File: config.mk
export PLATFORM = sky130hd
export DESIGN_NAME = demux_dispatcher
export DESIGN_NICKNAME = d
export VERILOG_FILES = /design/src/rtl/demux_dispatcher_pkg.sv /design/src/rtl/demux_dispatcher_beat_counter.sv /design/src/rtl/demux_dispatcher.sv
export SDC_FILE = /design/constraint.sdc
export NUM_CORES = 1
export LEC_CHECK = 0
export ABC_AREA = 1
export CAP_MARGIN = 40
export CORE_MARGIN = 3
export CORE_UTILIZATION = 50
export DETAILED_ROUTE_END_ITERATION = 6
export HOLD_SLACK_MARGIN = 0.05
export PLACE_DENSITY = 0.85
export SLEW_MARGIN = 20
export SYNTH_ARGS = -nofsm -noshare
export SYNTH_HDL_FRONTEND = slang
export SYNTH_HIERARCHICAL = 1
export SYNTH_SLANG_ARGS = --single-unit
File: constraint.sdc
create_clock -name clk -period 1.7 [get_ports clk]
set_input_delay 0.17 -clock clk [delete_from_list [all_inputs] [get_ports clk]]
set_output_delay 0.17 -clock clk [all_outputs]
set_load 0.05 [all_outputs]
File: src/rtl/demux_dispatcher_pkg.sv
// Shared types and constants for the 1x2 demux dispatcher.
package demux_dispatcher_pkg;

    typedef enum logic {
        IDLE = 1'b0,
        HOLD = 1'b1
    } state_e;

    localparam logic MODE_RR    = 1'b0;
    localparam logic MODE_STEER = 1'b1;

endpackage

File: src/rtl/demux_dispatcher_beat_counter.sv
// Wrapping per-port delivered-beat counter.
module beat_counter #(
    parameter int CNT_W = 16
) (
    input  logic             clk,
    input  logic             rst_n,
    input  logic             inc_i,
    input  logic             clr_i,
    output logic [CNT_W-1:0] count_o
);

    logic [CNT_W-1:0] count_q, count_d;

    always_comb begin
        count_d = count_q;
        if (clr_i) begin
            count_d = '0;
        end else if (inc_i) begin
            count_d = count_q + 1'b1;
        end
    end

    always_ff @(posedge clk or negedge rst_n) begin
        if (!rst_n) begin
            count_q <= '0;
        end else begin
            count_q <= count_d;
        end
    end

    assign count_o = count_q;

endmodule

File: src/rtl/demux_dispatcher.sv
// Select/enable sequencer for a 1x2 demux: one-entry holding buffer, round-robin
// or steered destination, timeout redirect in round-robin mode.
module demux_dispatcher
    import demux_dispatcher_pkg::*;
#(
    parameter int W       = 8,
    parameter int TIMEOUT = 15,
    parameter int CNT_W   = 16
) (
    input  logic             clk,
    input  logic             rst_n,
    input  logic             en,
    input  logic             mode,
    input  logic             in_valid,
    input  logic [W-1:0]     in_data,
    input  logic             in_dest,
    output logic             in_ready,
    output logic             y0_valid,
    output logic             y1_valid,
    output logic [W-1:0]     y0_data,
    output logic [W-1:0]     y1_data,
    input  logic             y0_ready,
    input  logic             y1_ready,
    output logic             sel,
    output logic [CNT_W-1:0] cnt0,
    output logic [CNT_W-1:0] cnt1
);

    localparam int WAIT_W = (TIMEOUT < 2) ? 1 : $clog2(TIMEOUT + 1);
    localparam bit REDIRECT_EN = (TIMEOUT > 0);
    localparam logic [WAIT_W-1:0] WAIT_LAST = WAIT_W'((TIMEOUT > 0) ? TIMEOUT - 1 : 0);

    state_e              state_q, state_d;
    logic                sel_q, sel_d;
    logic                rr_q, rr_d;
    logic                mode_q, mode_d;
    logic [WAIT_W-1:0]   wait_q, wait_d;
    logic [W-1:0]        buf_q, buf_d;

    logic hold, sel_ready, accept, deliver, rr_next;

    assign hold      = (state_q == HOLD);
    assign sel_ready = sel_q ? y1_ready : y0_ready;
    // rst_n gates in_ready so nothing looks acceptable while reset is held.
    assign in_ready  = rst_n & en & (~hold | sel_ready);
    assign accept    = in_valid & in_ready;
    assign deliver   = hold & sel_ready;
    // A beat accepted on a delivery edge must see the already-advanced pointer.
    assign rr_next   = deliver ? ~sel_q : rr_q;

    always_comb begin
        state_d = state_q;
        sel_d   = sel_q;
        rr_d    = rr_q;
        mode_d  = mode_q;
        wait_d  = wait_q;
        buf_d   = buf_q;
        if (deliver) begin
            rr_d    = ~sel_q;
            state_d = IDLE;
        end else if (hold && (mode_q == MODE_RR) && REDIRECT_EN) begin
            if (wait_q == WAIT_LAST) begin
                sel_d  = ~sel_q;
                wait_d = '0;
            end else begin
                wait_d = wait_q + 1'b1;
            end
        end
        if (accept) begin
            buf_d   = in_data;
            mode_d  = mode;
            sel_d   = (mode == MODE_STEER) ? in_dest : rr_next;
            wait_d  = '0;
            state_d = HOLD;
        end
    end

    always_ff @(posedge clk or negedge rst_n) begin
        if (!rst_n) begin
            state_q <= IDLE;
            sel_q   <= 1'b0;
            rr_q    <= 1'b0;
            mode_q  <= MODE_RR;
            wait_q  <= '0;
        end else begin
            state_q <= state_d;
            sel_q   <= sel_d;
            rr_q    <= rr_d;
            mode_q  <= mode_d;
            wait_q  <= wait_d;
        end
    end

    // Payload is qualified by state, so it needs no reset.
    always_ff @(posedge clk) begin
        buf_q <= buf_d;
    end

    assign y0_valid = hold & ~sel_q;
    assign y1_valid = hold &  sel_q;
    assign y0_data  = y0_valid ? buf_q : '0;
    assign y1_data  = y1_valid ? buf_q : '0;
    assign sel      = sel_q;

    beat_counter #(.CNT_W(CNT_W)) u_cnt0 (
        .clk     (clk),
        .rst_n   (rst_n),
        .inc_i   (deliver & ~sel_q),
        .clr_i   (1'b0),
        .count_o (cnt0)
    );

    beat_counter #(.CNT_W(CNT_W)) u_cnt1 (
        .clk     (clk),
        .rst_n   (rst_n),
        .inc_i   (deliver & sel_q),
        .clr_i   (1'b0),
        .count_o (cnt1)
    );

endmodule

-- Word-level counts from Yosys, hierarchy flattened
Cells that the tools add are included.
- register bits after elaboration: 48
- input bits: 16
- output and inout bits: 52
- $add $sub $neg: 3
- equal/unequal tests: 2
- muxes and demuxes: 15
- bitwise operators: 12
- reduce and logical (&&, ||, !) cells: 6
- operators by type and width (kind ; number):
    16-bit by 1-bit adder with 16-bit output, second input constant ; 2
    4-bit 2-to-1 mux ; 4
    8-bit 2-to-1 mux ; 2
    1-bit 2-to-1 mux ; 9
    1-bit bitwise AND ; 8
    2-bit nonzero test ; 3
    4-bit by 1-bit adder with 4-bit output, second input constant ; 1
    4-bit == test, second input constant ; 1
    1-bit inverter ; 3
    3-bit AND reduction ; 1
    2-bit inequality test, second input constant ; 1
    2-bit AND reduction ; 1
    1-bit logical AND ; 1
    1-bit bitwise OR ; 1

-- Logic depth before layout (Yosys ltp)
- word-level depth: 6
- mapped depth: 13
- depth with buffers taken out: 12

-- Modules after synthesis
Netlist, hierarchy kept.
- modules (own cells, without submodules) (module ; times used ; cells each ; area an instance (sq um) ; sequential area each (sq um)):
    beat_counter ; 2 ; 129 ; 923.4 ; 400.4
    demux_dispatcher ; 1 ; 109 ; 898.4 ; 440.4

-- Worst setup path before layout
OpenSTA, ideal clock, no wires.
- path type: flip-flop to output port
- from: register sel_q (netlist: sel)
- to: output y0_data[0]
- arrival time: 1.950 ns
- required time: 1.530 ns
- path slack: -0.420 ns
- stages on the path, launching flop included: 5
- path buffers: 1
- path through: dfrtp_1 buf_6 nor2_4 inv_1 nor2_1
- word-level cells in the longest chain between the ends: 3
- RTL lines (what ; RTL line ; RTL):
    start: declaration ; demux_dispatcher.sv:34 ; logic sel_q, sel_d;
    start signal: assignment ; demux_dispatcher.sv:87 ; sel_q <= sel_d;
    1-bit inverter ; demux_dispatcher.sv:99 ; assign y0_valid = hold & ~sel_q;
    1-bit bitwise AND ; demux_dispatcher.sv:99 ;
    net y0_valid ; demux_dispatcher.sv:18 ; output logic y0_valid,
    8-bit 2-to-1 mux ; demux_dispatcher.sv:101 ; assign y0_data = y0_valid ? buf_q : '0;
    end: declaration ; demux_dispatcher.sv:20 ; output logic [W-1:0] y0_data,
The timed path passes the listed nets, and every way through them passes these cells.

-- Worst setup path after layout
- from: register sel_q (netlist: sel)
- to: output in_ready
- word-level cells in the longest chain between the ends: 3
- RTL lines (what ; RTL line ; RTL):
    1-bit 2-to-1 mux ; demux_dispatcher.sv:43 ; assign sel_ready = sel_q ? y1_ready : y0_ready;
    1-bit bitwise OR ; demux_dispatcher.sv:45 ; assign in_ready = rst_n & en & (~hold | sel_ready);
    1-bit bitwise AND ; demux_dispatcher.sv:45 ;
    end: declaration ; demux_dispatcher.sv:17 ; output logic in_ready,
Every way passes these cells.

==> metrics.txt <==
status finished clean; PortBufs 67; DP Area 0.003665 sq mm; Pins Over Slew Limit 0; setup TNS 0 ns; IO Count 68; final worst-path setup slack 0.03319 ns; Detail Placement HPWL 5084 microns; DR pass1 iterations 4; Row Count 26; Cell Chain, Critical Path buf_4 > buf_4 > nand3_1 > nand3_2 > inv_1 > buf_12; MaxCap Viol Count 0; Die Wd 80.10 microns; Area Overhead vs Synth 40.79%; worst-path maximum fanout 4; Starting DRT DRC Count 195; largest incremental delay on the critical path 0.46 ns; critical path's slowest cell dfrtp_2; Reg area 0.001244 sq mm; dpl ws 0.02914 ns; Worst-path clk slew 0.08 ns; Min-Delay Path Class input pin to flip-flop; Worst Hold Path Cells 1; antenna-violating nets left 0; post-layout net count 476; critical hold path startpoint in_data[5]; CTS tree done; Post-synth EDFFs 8; clock skew 0.007894 ns; DRC Markers 0; first-pass GRT wire length 11,600 microns; post-route cell area 0.003865 sq mm; H-Tree Level Count 2; top-area cell type share of the netlist area 36.46%; PwrDens 775.6 mW/mm^2; r2r startpoint sel; RSZ-0062 raised after global routing yes; largest net degree at the start of global routing 41; Worst setup EP type output port; Worst Path Arrival 1.50 ns; worst-margin pin slew 0.5213 ns; Worst Setup Path Type flip-flop to output port; worst reg2reg path depth 10; post-synthesis cell type count 31; Inserted Diodes 0; FF+latch count, synth 48; Setup-failing EPs final 0; Clock Root Buffer clkbuf_8; worst path required time 1.53 ns; Achievable Freq 599.9 MHz; Yosys Warn Count 6; Die Span Y 80.10 microns; Synth Instances 367; clock sink count 48; most used cell, CP buf_4; Worst Hold End buf_q[5]; Async SR Flop Fraction 83.33%; cell area after synthesis 0.002745 sq mm; initial antenna violation count 0; Post-Syn Area per Cell 7.480 sq um; leakage 1.886 nW; maximum VDD drop 0.5443 mV; top cells by area, synth dfrtp_1 36%, nand2_1 11%, nor2_1 9.8%, edfxtp_1 8.8%, inv_1 7.7%; fraction of layout cells with a size suffix above 1 25.66%; GRT Total Usage 22.83%; crit path launch sel; Max-slew headroom 65.25%; vias in the first global route 2,611; grt total ovfl 0; drt via density 4.979; Power, Total 2.998 mW; Top FF cell, synth dfrtp_1; Clock Path Buffers 2; final worst-path cycle share 98.05%; Core Footprint 0.005205 sq mm; Period minus WS final 1.667 ns; routability cong. 0.8835; cell taking the most area after synthesis dfrtp_1; final hold vios 0; Startpoint Class flip-flop; Hold Worst Slack 0.4163 ns; CTS Buf Count 5; clk_lat worst skew 0.31 ns; drt total wl 6953 microns; post-synthesis sequential area ratio 45.21%; Multi-input gate area 0.001328 sq mm; die area 0.006415 sq mm; Starting Density 52.74%; flop2flop setup slack 0.10 ns; fill cell count 395; via count 2,619; r2r endpoint u_cnt0/count_o[10]; drt wl/cell 13.22 microns
critical path: cells and delay by family (launching register included):
kind | cells | cell delay [ns]
and+or+nand+nor | 2 | 0.18
DFF | 1 | 0.46
buffers and inverters | 4 | 0.54
registers in the layout, summed over array words and instances, names as in the netlist:
signal	flops
buf_q	8
hold	1
mode_q	1
rr_q	1
sel	1
u_cnt0/count_o	16
u_cnt1/count_o	16
wait_q	4
layout by cell type (no fill, tap or decap), types with 2 or more instances in the layout:
master,instances
nand2_1,81
nor2_1,60
inv_1,54
dfrtp_1,38
buf_4,37
nand3_1,22
buf_12,21
nor2_2,15
clkdlybuf4s50_1,14
a21oi_1,12
conb_1,10
nand2_2,8
edfxtp_1,8
inv_2,7
nor2_4,7
nand4_1,7
o21ai_1,7
o21ai_0,5
clkbuf_8,5
ha_1,4
nand3_2,3
nand2_4,3
nand3_4,2
xor2_1,2
dfrtp_2,2
a211oi_1,2
nor3_1,2
xnor2_1,2
a31oi_1,2
o21bai_1,2
nor3_2,2
cells in the mapped netlist, types with 3 or more instances:
library cell and instances:
nand2_1 83, o21ai_0 5, nand4_1 7, nand2_4 3, inv_1 56, inv_2 6
edfxtp_1 8, ha_1 4, dfrtp_1 40, nand2_2 6, o21ai_1 7, nor2_4 5
nor2_2 5, a21oi_1 12, nor2_1 72, nand3_1 23, nand3_2 3
power by group:
group | leakage, nW | total, mW | internal, mW | switching [mW]
Clock | 0.0410 | 0.658 | 0.281 | 0.377
Sequential | 0.621 | 1.31 | 1.24 | 0.0675
Combinational | 1.22 | 1.03 | 0.431 | 0.601
cells by family (layout without fill, tap and decap cells):
kind of cell / Yosys count / count (layout) / synth area share, %
AOI/OAI and AO/OA: 30 / 30 / 5.925
adders and majority gates: 4 / 4 / 1.823
buffers and inverters: 67 / 147 / 9.754
xor gates and xnor gates: 4 / 4 / 1.276
other: 1 / 10 / 0.1366
and+or+nand+nor: 213 / 213 / 35.87
DFF: 48 / 48 / 45.21
final cells by class:
cell class / instances / share of cell area [%]
clock buffer: 6 / 1.878
tap: 70 / 2.266
multi-input combinational: 261 / 34.35
timing repair buffer: 77 / 22.92
clock inverter: 1 / 0.1295
inverter: 63 / 6.280
sequential: 48 / 32.18
per-stage QoR:
stage / util [%] / instances
after floorplan: - / 376
after global placement: 70.41 / 511
after detailed placement: 70.41 / 511
after CTS: 72.88 / 523
after global routing: 74.25 / 526
final: 74.25 / 526
how the worst max path moves through the flow:
stage | to | slack (ns) | cells after the start
3_3_place_gp | u_cnt0/count_o[13] | 0.08 | 10
6_report | in_ready | 0.03 | 6
3_5_place_dp | u_cnt1/count_o[9] | 0.03 | 11
2_1_floorplan | y0_data[0] | -0.16 | 4
5_1_grt | u_cnt0/count_o[10] | -0.04 | 10
4_1_cts | y0_data[7] | -0.002 | 4
metal layers:
layer | part of all wire, % | global-route usage, % | vias to the layer above
met2 | 52 | 42.14 | 72
met3 | 5.1 | 4.372 | 11
met1 | 41 | 26.89 | 1231
li1 | - | - | 1305
met4 | 1.5 | 6.081 | 0
met5 | 0 | 0 | -
what timing repair did:
action	4_1_cts	5_1_grt
hold buffers	1	0
pin swaps	2	5
gates resized for setup	5	10
setup endpoints to repair	10	24
endpoints found under the hold margin	40	0
setup buffers	4	3
gates cloned	0	0
No activity file was read; power rests on OpenSTA's default activity.
